`config.mk`:
```
export PLATFORM = sky130hd
export DESIGN_NAME = mc_seq_flat
export DESIGN_NICKNAME = d
export VERILOG_FILES = /design/src/rtl/mc_seq_if.sv /design/src/rtl/mc_seq.sv /design/src/flat_wrapper.sv
export SDC_FILE = /design/constraint.sdc
export NUM_CORES = 1
export LEC_CHECK = 0
export ABC_AREA = 1
export CAP_MARGIN = 20
export CORE_ASPECT_RATIO = 1.2
export CORE_MARGIN = 1.5
export CORE_UTILIZATION = 53
export CTS_CLUSTER_DIAMETER = 80
export DETAILED_ROUTE_END_ITERATION = 8
export GPL_ROUTABILITY_DRIVEN = 0
export PLACE_DENSITY = 0.79
export REMOVE_ABC_BUFFERS = 1
export SYNTH_ARGS = -nofsm -noshare
export SYNTH_HDL_FRONTEND = slang
export SYNTH_SLANG_ARGS = --single-unit
```
`constraint.sdc`:
```
create_clock -name clk -period 1.86 [get_ports clk]
set_clock_uncertainty 0.2 [all_clocks]
set_input_delay 0.186 -clock clk [delete_from_list [all_inputs] [get_ports clk]]
set_output_delay 0.186 -clock clk [all_outputs]
set_load 0.05 [all_outputs]
```
`src/rtl/mc_seq_if.sv`:
```
// Shared memory port between the sequencer (master) and the memory system (slave).
// Instruction fetch and load/store data accesses both go through this one port.
interface mc_seq_if;
    logic mem_req;
    logic mem_dsel;
    logic mem_we;
    logic mem_ack;

    modport master (
        output mem_req,
        output mem_dsel,
        output mem_we,
        input  mem_ack
    );

    modport slave (
        input  mem_req,
        input  mem_dsel,
        input  mem_we,
        output mem_ack
    );
endinterface

```
`src/rtl/mc_seq.sv`:
```
// Multi-cycle sequencer for the RV32I core: walks FETCH/DECODE/EXEC/MEM/WB, gates the datapath
// strobes, owns the shared memory port and traps ecall, illegal opcodes and memory timeouts.
module mc_seq #(
    parameter int CNT_W       = 32,
    parameter int MEM_TIMEOUT = 255
) (
    input  logic             clk,
    input  logic             rstn,
    input  logic [6:0]       Op,
    input  logic             resume,
    mc_seq_if.master         mem,
    output logic             IRWrite,
    output logic             PCWrite,
    output logic             RegWrite,
    output logic [2:0]       state,
    output logic             halted,
    output logic             fault,
    output logic [1:0]       fault_code,
    output logic [CNT_W-1:0] instret
);

    localparam int                WAIT_W    = $clog2(MEM_TIMEOUT + 1);
    localparam logic [WAIT_W-1:0] WAIT_LAST = WAIT_W'(MEM_TIMEOUT - 1);

    typedef enum logic [2:0] {
        S_IDLE   = 3'd0,
        S_FETCH  = 3'd1,
        S_DECODE = 3'd2,
        S_EXEC   = 3'd3,
        S_MEM    = 3'd4,
        S_WB     = 3'd5,
        S_HALT   = 3'd6,
        S_FAULT  = 3'd7
    } state_e;

    typedef enum logic [2:0] {
        OC_WB      = 3'd0,
        OC_LOAD    = 3'd1,
        OC_STORE   = 3'd2,
        OC_BRANCH  = 3'd3,
        OC_ECALL   = 3'd4,
        OC_ILLEGAL = 3'd5
    } opclass_e;

    localparam logic [1:0] FC_ILLEGAL = 2'd1;
    localparam logic [1:0] FC_FETCH   = 2'd2;
    localparam logic [1:0] FC_DATA    = 2'd3;

    state_e            state_q,     state_d;
    opclass_e          opClass_q,   opClass_d;
    opclass_e          opDecoded;
    logic [WAIT_W-1:0] waitCnt_q,   waitCnt_d;
    logic [1:0]        faultCode_q, faultCode_d;
    logic [CNT_W-1:0]  instret_q,   instret_d;

    always_comb begin
        opDecoded = OC_ILLEGAL;
        case (Op)
            7'b0110011, 7'b0010011, 7'b1101111,
            7'b1100111, 7'b0110111, 7'b0010111: opDecoded = OC_WB;
            7'b0000011:                         opDecoded = OC_LOAD;
            7'b0100011:                         opDecoded = OC_STORE;
            7'b1100011:                         opDecoded = OC_BRANCH;
            7'b1110011:                         opDecoded = OC_ECALL;
            default:                            opDecoded = OC_ILLEGAL;
        endcase
    end

    // Class is latched in DECODE so EXEC/MEM/WB, and mem_we in particular, depend on state alone.
    always_comb begin
        state_d      = state_q;
        opClass_d    = opClass_q;
        waitCnt_d    = '0;
        faultCode_d  = faultCode_q;
        mem.mem_req  = 1'b0;
        mem.mem_dsel = 1'b0;
        mem.mem_we   = 1'b0;
        IRWrite      = 1'b0;
        PCWrite      = 1'b0;
        RegWrite     = 1'b0;

        case (state_q)
            S_IDLE: state_d = S_FETCH;

            S_FETCH: begin
                mem.mem_req = 1'b1;
                if (mem.mem_ack) begin
                    IRWrite = 1'b1;
                    state_d = S_DECODE;
                end else if (waitCnt_q == WAIT_LAST) begin
                    faultCode_d = FC_FETCH;
                    state_d     = S_FAULT;
                end else begin
                    waitCnt_d = waitCnt_q + 1'b1;
                end
            end

            S_DECODE: begin
                opClass_d = opDecoded;
                case (opDecoded)
                    OC_ILLEGAL: begin
                        faultCode_d = FC_ILLEGAL;
                        state_d     = S_FAULT;
                    end
                    OC_ECALL: state_d = S_HALT;
                    default:  state_d = S_EXEC;
                endcase
            end

            S_EXEC: begin
                case (opClass_q)
                    OC_BRANCH: begin
                        PCWrite = 1'b1;
                        state_d = S_FETCH;
                    end
                    OC_LOAD, OC_STORE: state_d = S_MEM;
                    default:           state_d = S_WB;
                endcase
            end

            S_MEM: begin
                mem.mem_req  = 1'b1;
                mem.mem_dsel = 1'b1;
                mem.mem_we   = (opClass_q == OC_STORE);
                if (mem.mem_ack) begin
                    if (opClass_q == OC_STORE) begin
                        PCWrite = 1'b1;
                        state_d = S_FETCH;
                    end else begin
                        state_d = S_WB;
                    end
                end else if (waitCnt_q == WAIT_LAST) begin
                    faultCode_d = FC_DATA;
                    state_d     = S_FAULT;
                end else begin
                    waitCnt_d = waitCnt_q + 1'b1;
                end
            end

            S_WB: begin
                RegWrite = 1'b1;
                PCWrite  = 1'b1;
                state_d  = S_FETCH;
            end

            S_HALT: begin
                if (resume) begin
                    PCWrite = 1'b1;
                    state_d = S_FETCH;
                end
            end

            S_FAULT: state_d = S_FAULT;
        endcase
    end

    // Every PCWrite marks an instruction retiring, so it alone advances instret.
    assign instret_d = PCWrite ? instret_q + 1'b1 : instret_q;

    always_ff @(posedge clk or negedge rstn) begin
        if (!rstn) begin
            state_q     <= S_IDLE;
            opClass_q   <= OC_ILLEGAL;
            waitCnt_q   <= '0;
            faultCode_q <= '0;
            instret_q   <= '0;
        end else begin
            state_q     <= state_d;
            opClass_q   <= opClass_d;
            waitCnt_q   <= waitCnt_d;
            faultCode_q <= faultCode_d;
            instret_q   <= instret_d;
        end
    end

    assign state      = state_q;
    assign halted     = (state_q == S_HALT);
    assign fault      = (state_q == S_FAULT);
    assign fault_code = faultCode_q;
    assign instret    = instret_q;

endmodule

```
`src/flat_wrapper.sv`:
```
// flat-port wrapper written by rule: the top's interface ports become plain ports
module mc_seq_flat 
#(
    parameter int CNT_W       = 32,
    parameter int MEM_TIMEOUT = 255
)
  (clk, rstn, Op, resume, IRWrite, PCWrite, RegWrite, state, halted, fault, fault_code, instret, mem_mem_req, mem_mem_dsel, mem_mem_we, mem_mem_ack);
  mc_seq_if mem_i ();
  input  logic clk;
  input  logic rstn;
  input  logic [6:0] Op;
  input  logic resume;
  output logic IRWrite;
  output logic PCWrite;
  output logic RegWrite;
  output logic [2:0] state;
  output logic halted;
  output logic fault;
  output logic [1:0] fault_code;
  output logic [CNT_W-1:0] instret;
  output wire logic [$bits(mem_i.mem_req)-1:0] mem_mem_req;
  output wire logic [$bits(mem_i.mem_dsel)-1:0] mem_mem_dsel;
  output wire logic [$bits(mem_i.mem_we)-1:0] mem_mem_we;
  input wire logic [$bits(mem_i.mem_ack)-1:0] mem_mem_ack;
  assign mem_mem_req = mem_i.mem_req;
  assign mem_mem_dsel = mem_i.mem_dsel;
  assign mem_mem_we = mem_i.mem_we;
  assign mem_i.mem_ack = mem_mem_ack;
  mc_seq #(.CNT_W(CNT_W), .MEM_TIMEOUT(MEM_TIMEOUT)) u_core (.clk(clk), .rstn(rstn), .Op(Op), .resume(resume), .mem(mem_i), .IRWrite(IRWrite), .PCWrite(PCWrite), .RegWrite(RegWrite), .state(state), .halted(halted), .fault(fault), .fault_code(fault_code), .instret(instret));
endmodule
```
Word level (Yosys, flattened, before mapping)

Index checks and enable logic that the tools add are counted.

Register bits: 48
Latch bits: 0
Memory bits (writable): 0
Memory bits (read-only): 0
Bits of input ports: 11
Output and inout port bits: 45
Logic and storage cells: 72
Memories: 0

Add/sub/neg operators: 2
$mul: 0
Div/mod/pow operators: 0
Order comparisons: 0
Eq/ne operators: 29
Shift-type cells: 0
Mux-type cells: 29
Bitwise gates (word level): 0
Reduce and logical (&&, ||, !) cells: 7

Operator list:

| operator                                                               | number |
|---|---|
| 32-bit by 1-bit adder with 32-bit output (second input constant)       | 1 |
| 7-bit equality test (second input constant)                            | 4 |
| 8-bit 2-to-1 mux                                                       | 3 |
| 7-bit by 6-bit equality test with 1-bit output (second input constant) | 3 |
| 3-bit case mux with 7 select lines                                     | 1 |
| 3-bit equality test (second input constant)                            | 6 |
| 3-bit 2-to-1 mux                                                       | 5 |
| 3-bit case mux with 5 select lines                                     | 1 |
| 7-bit by 5-bit equality test with 1-bit output (second input constant) | 2 |
| 3-bit by 2-bit equality test with 1-bit output (second input constant) | 4 |
| 3-bit case mux with 2 select lines                                     | 2 |
| 1-bit 2-to-1 mux                                                       | 10 |
| 2-bit 2-to-1 mux                                                       | 5 |
| 8-bit by 1-bit adder with 8-bit output (second input constant)         | 1 |
| 8-bit equality test (second input constant)                            | 1 |
| 7-bit by 2-bit equality test with 1-bit output (second input constant) | 1 |
| 3-bit by 1-bit equality test with 1-bit output (second input constant) | 2 |
| 2-bit by 1-bit != test with 1-bit output (second input constant)       | 3 |
| 2-bit != test (second input constant)                                  | 3 |
| 2-bit case mux with 3 select lines                                     | 1 |
| 6-bit AND reduction                                                    | 1 |
| 2-bit OR reduction                                                     | 3 |
| 6-bit OR reduction                                                     | 1 |
| 1-bit case mux with 4 select lines                                     | 1 |
| 2 further kinds                                                        | 2 |

Logic depth before layout (Yosys ltp)

Gate-level depths: netlist of run 1.

Word-level depth: 6
Depth in mapped cells: 10
Depth with buffers taken out: 10

Worst setup path after synthesis of run 1

Ideal clock, no wire load.

Kind: flip-flop to flip-flop
Start: register u_core.state_q[2], in the netlist u_core.state[2]
End: register u_core.instret_q[30], in the netlist u_core.instret[30]
Library setup time: 0.066 ns
Arrival: 1.998 ns
Required time: 1.594 ns
Path slack: -0.404 ns
Stages on the path, launching flop included: 11
Buffers on the path: 2
Period minus slack after synthesis: 2.264 ns
Path through: dfrtp_1 -> buf_2 -> nand3_4 -> nor2_4 -> nand2_2 -> nand2_2 -> nor2_4 -> inv_2 -> buf_4 -> nand2_1 -> nand2_1

Word-level cells in the longest chain between the ends: 2
Elaborated cells between the ends (all ways): 5
Those cells by class: eq/ne (4); mux (1)

Ends and longest elaborated chain:

| what                                                                                  | RTL line           | RTL |
|---|---|---|
| from (decl)                                                                           | mc_seq.sv:49       | `state_e state_q, state_d;` |
| from (signal assigned)                                                                | mc_seq.sv:168      | `state_q <= state_d;` |
| 3-bit equality test or 3-bit by 2-bit equality test with 1-bit output (tied branches) | mc_seq.sv:82       | `case (state_q)` |
| 1-bit case mux with 4 select lines *                                                  | mc_seq.sv:82       |  |
| net PCWrite                                                                           | flat_wrapper.sv:14 | `output logic PCWrite;` |
| to (signal assigned)                                                                  | mc_seq.sv:172      | `instret_q <= instret_d;` |
| to (decl)                                                                             | mc_seq.sv:54       | `logic [CNT_W-1:0] instret_q, instret_d;` |

The timed path passes the listed nets; every way through them passes the cells marked *.
A chain may end at the register's enable or synchronous reset.

Final worst setup path of run 1

Start: register u_core.opClass_q[0]
End: output PCWrite

Word-level cells in the longest chain between the ends: 4
Elaborated cells between the ends (all ways): 6
Those cells by class: eq/ne (2); mux (4)

Ends and longest elaborated chain:

| what                                           | RTL line           | RTL |
|---|---|---|
| from (decl)                                    | mc_seq.sv:50       | `opclass_e opClass_q, opClass_d;` |
| from (signal assigned)                         | mc_seq.sv:169      | `opClass_q <= opClass_d;` |
| 3-bit by 2-bit equality test with 1-bit output | mc_seq.sv:126      | `if (opClass_q == OC_STORE) begin` |
| 1-bit 2-to-1 mux                               | mc_seq.sv:126      |  |
| 1-bit 2-to-1 mux                               | mc_seq.sv:125      | `if (mem.mem_ack) begin` |
| 1-bit case mux with 4 select lines *           | mc_seq.sv:82       |  |
| to (decl)                                      | flat_wrapper.sv:14 |  |

Every way passes the cells marked *; elsewhere a longest branch is shown, timed or not.

==> flow_metrics.env, run 1 <==
export IMPL_outcome="complete, but fails checks"
export IMPL_violations="negative setup slack"
export IMPL_mostFrequentLayoutCells="nand2_1, nor2_1, buf_4, dfrtp_1, inv_1"
export IMPL_reg2reg_depth=11
export IMPL_areaGrowthSynthToFinish_pct=31.5
export IMPL_n_antenna_cell=0
export IMPL_finalSetupViolCount=1
export IMPL_layout_drive_gt1_share=0.235
export IMPL_htree_levels=2
export IMPL_muxShareOfSynthArea=0
export IMPL_peakVddDrop_v=0.00137
export IMPL_yosysWarnings=0
export IMPL_first_pass_iters=4
export IMPL_cts_sinks=48
export IMPL_cp_cell_sequence="inv_2 > nand3_2 > nor2_4 > nand2_2 > nand2_2 > nor2_4 > inv_2 > buf_8"
export IMPL_dp_hpwl_um=5990
export IMPL_yosysSeqAreaShare=0.381
export IMPL_wl_per_cell_um=12.9
export IMPL_powerDensity_nw_per_um2=1240
export IMPL_crit_slowest_cell="dfstp_2"
export IMPL_num_vias=3220
export IMPL_synth_seq_cells=48
export IMPL_slew_violations=0
export IMPL_required_ns=1.47
export IMPL_critPathCaptureType="output pin"
export IMPL_hold_viol=0
export IMPL_crit_family="flip-flops"
export IMPL_synthXorXnorAreaFrac=0.0555
export IMPL_drv_cap=0
export IMPL_place_area_um2=3850
export IMPL_antenna_left=0
export IMPL_synth_cells=463
export IMPL_final_area_um2=4150
export IMPL_overflow=0
export IMPL_fillerInstances=457
export IMPL_min_period_over_period=1.03
export IMPL_critPathBufInv=3
export IMPL_die_area_um2=6430
export IMPL_rsz0062_at_grt="yes"
export IMPL_grt_start_max_net_pins=31
export IMPL_num_nets_final=562
export IMPL_hold_path_class="input pin to async pin"
export IMPL_synthAdderAreaFrac=0.0119
export IMPL_synth_simple_area_share=0.458
export IMPL_io_buffers=55
export IMPL_initial_core_util=0.553
export IMPL_drtIter0Drc=203
export IMPL_slowest_delay_ns=0.55
export IMPL_die_h_um=87.5
export IMPL_io_pin_count=56
export IMPL_antenna_found_initial=0
export IMPL_num_rows=30
export IMPL_slew_headroom=0.702
export IMPL_insertion_delay_ns=0.31
export IMPL_p_leak_nw=2.00
export IMPL_cts_clk_slew_worst_paths_ns=0.10
export IMPL_fmax_mhz=523
export IMPL_cts_inserted_buffers=5
export IMPL_synth_compound_area_frac=0.0289
export IMPL_start_kind="register"
export IMPL_synth_top_area_share=0.365
export IMPL_drt_vias_per_instance=5.12
export IMPL_cp_depth=8
export IMPL_routed_wl_um=8140
export IMPL_cts_root_buf="clkbuf_8"
export IMPL_tightestPinTransition_ns=0.442
export IMPL_min_period_ns=1.91
export IMPL_arrival_ns=1.53
export IMPL_syn_area_per_cell_um2=6.82
export IMPL_cts_max_path_buffers=2
export IMPL_die_x_um=73.5
export IMPL_synth_distinct_cells=28
export IMPL_syn_cell_area_um2=3160
export IMPL_fin_ws_ns=-0.0528
export IMPL_utilization=0.728
export IMPL_critical_path_class="register to output pin"
export IMPL_core_area_um2=5710
export IMPL_grt_usage=0.273
export IMPL_drc=0
export IMPL_synth_top_family_by_area="simple AND/OR/NAND/NOR gates"
export IMPL_grt_pass1_vias=3108
export IMPL_grt_pass1_wl_um=13800
export IMPL_hold_slack_ns=0.141
export IMPL_cts_tree="done"
export IMPL_crit_fanout=3
export IMPL_synth_area_leader_cell="dfrtp_1"
export IMPL_synthTopCellsByArea="dfrtp_1, nand2_1, nor2_1, xor2_1, inv_1"
export IMPL_layout_commonest_cell="nand2_1"
[per-layer routing]
metal	share of wire	GRT usage	vias to the layer above
met5	0	0	-
met4	0.037	0.126	0
met2	0.51	0.484	108
li1	-	-	1608
met1	0.40	0.319	1479
met3	0.049	0.0449	25
[kinds of logic (layout without fill, tap and decap cells)]
| group | after synthesis | count (layout) |
|---|---|---|
| AOI/OAI and AO/OA | 16 | 16 |
| xor gates and xnor gates | 20 | 20 |
| adders and majority gates | 3 | 3 |
| buffers and inverters | 38 | 124 |
| DFF | 48 | 48 |
| and+or+nand+nor | 338 | 338 |
[Yosys cell counts]
cell	number
buf_2	1
xnor2_1	8
nand2_2	10
inv_1	27
buf_8	1
nor3_1	6
xor2_1	12
dfstp_2	2
ha_1	3
nor3_2	1
inv_2	4
nor2_2	4
nand4_1	4
nor2_1	69
nand3_2	1
o21ai_0	11
nand3_1	16
dfrtp_1	46
o21ai_2	3
nand3_4	1
nor2_4	3
buf_6	1
nand3b_1	13
nor4_1	3
nand2_1	207
a21oi_1	2
buf_12	2
buf_4	2
[what timing repair did]
action                                  in CTS  in global routing
gates resized for setup                     12                 13
hold buffers                                 1                  0
endpoints found under the hold margin       39                  0
pin swaps                                    4                  6
buffers inserted                             9                  4
endpoints found under the setup margin       5                 19
[power by group]
group	internal (mW)	switching, mW	total, mW
clock	0.440	0.368	0.808
combinational	1.12	1.78	2.90
sequential	1.24	0.202	1.44
[state kept, by name, summed over array words and instances (netlist names)]
signal / flops
u_core.state: 3
u_core.fault_code: 2
u_core.instret: 32
u_core.opClass_q: 3
u_core.waitCnt_q: 8
[stage by stage]
stage	setup slack (ns)	std cells	power (mW)	TNS [ns]
final	-0.0528	629	5.15	-0.0528
after global routing	-0.106	629	5.43	-0.324
after CTS	-0.0517	625	5.05	-0.0517
after detailed placement	0.0673	607	4.02	0
after global placement	0.106	607	3.99	0
after floorplan	-0.890	456	2.96	-29.83
[worst paths after layout]
check / from / endpoint / slack (ns)
min in group clk: u_core.fault_code[0] / u_core.fault_code[0] / 0.30
max in group asynchronous: rstn / u_core.opClass_q[2] / 0.72
worst min-delay path: rstn / u_core.instret[18] / 0.14
worst max-delay path: u_core.opClass_q[0] / PCWrite / -0.05
worst min register to register: u_core.fault_code[0] / u_core.fault_code[0] / 0.30
worst max register to register: u_core.opClass_q[0] / u_core.instret[26] / 0.03
[area by class of cell]
class / count / area (um2) / area share
Clock inverter: 2 / 38.8 / 0.00934
Sequential cell: 48 / 1210 / 0.291
Multi-Input combinational cell: 377 / 1800 / 0.434
Timing Repair Buffer: 85 / 797 / 0.192
Inverter: 31 / 121 / 0.0292
Tap cell: 80 / 100 / 0.0241
Clock buffer: 6 / 82.6 / 0.0199
[worst reg2reg max path, delay by kind of cell (launching register included)]
| kind | cells | cell delay, ns |
|---|---|---|
| buffers and inverters | 4 | 0.41 |
| flip-flops | 1 | 0.55 |
| AND/OR/NAND/NOR | 7 | 0.55 |
No activity file was read; power rests on OpenSTA's default activity.
==> run 2, diff against run 1 <==
--- a/config.mk
+++ b/config.mk
@@ -13,6 +13,7 @@
 export CTS_CLUSTER_DIAMETER = 80
 export DETAILED_ROUTE_END_ITERATION = 8
 export GPL_ROUTABILITY_DRIVEN = 0
+export HOLD_SLACK_MARGIN = 0.08
 export PLACE_DENSITY = 0.79
 export REMOVE_ABC_BUFFERS = 1
 export SYNTH_ARGS = -nofsm -noshare
==> results of run 2 <==
The final DEF is identical to that of run 1; final timing and power are the same.
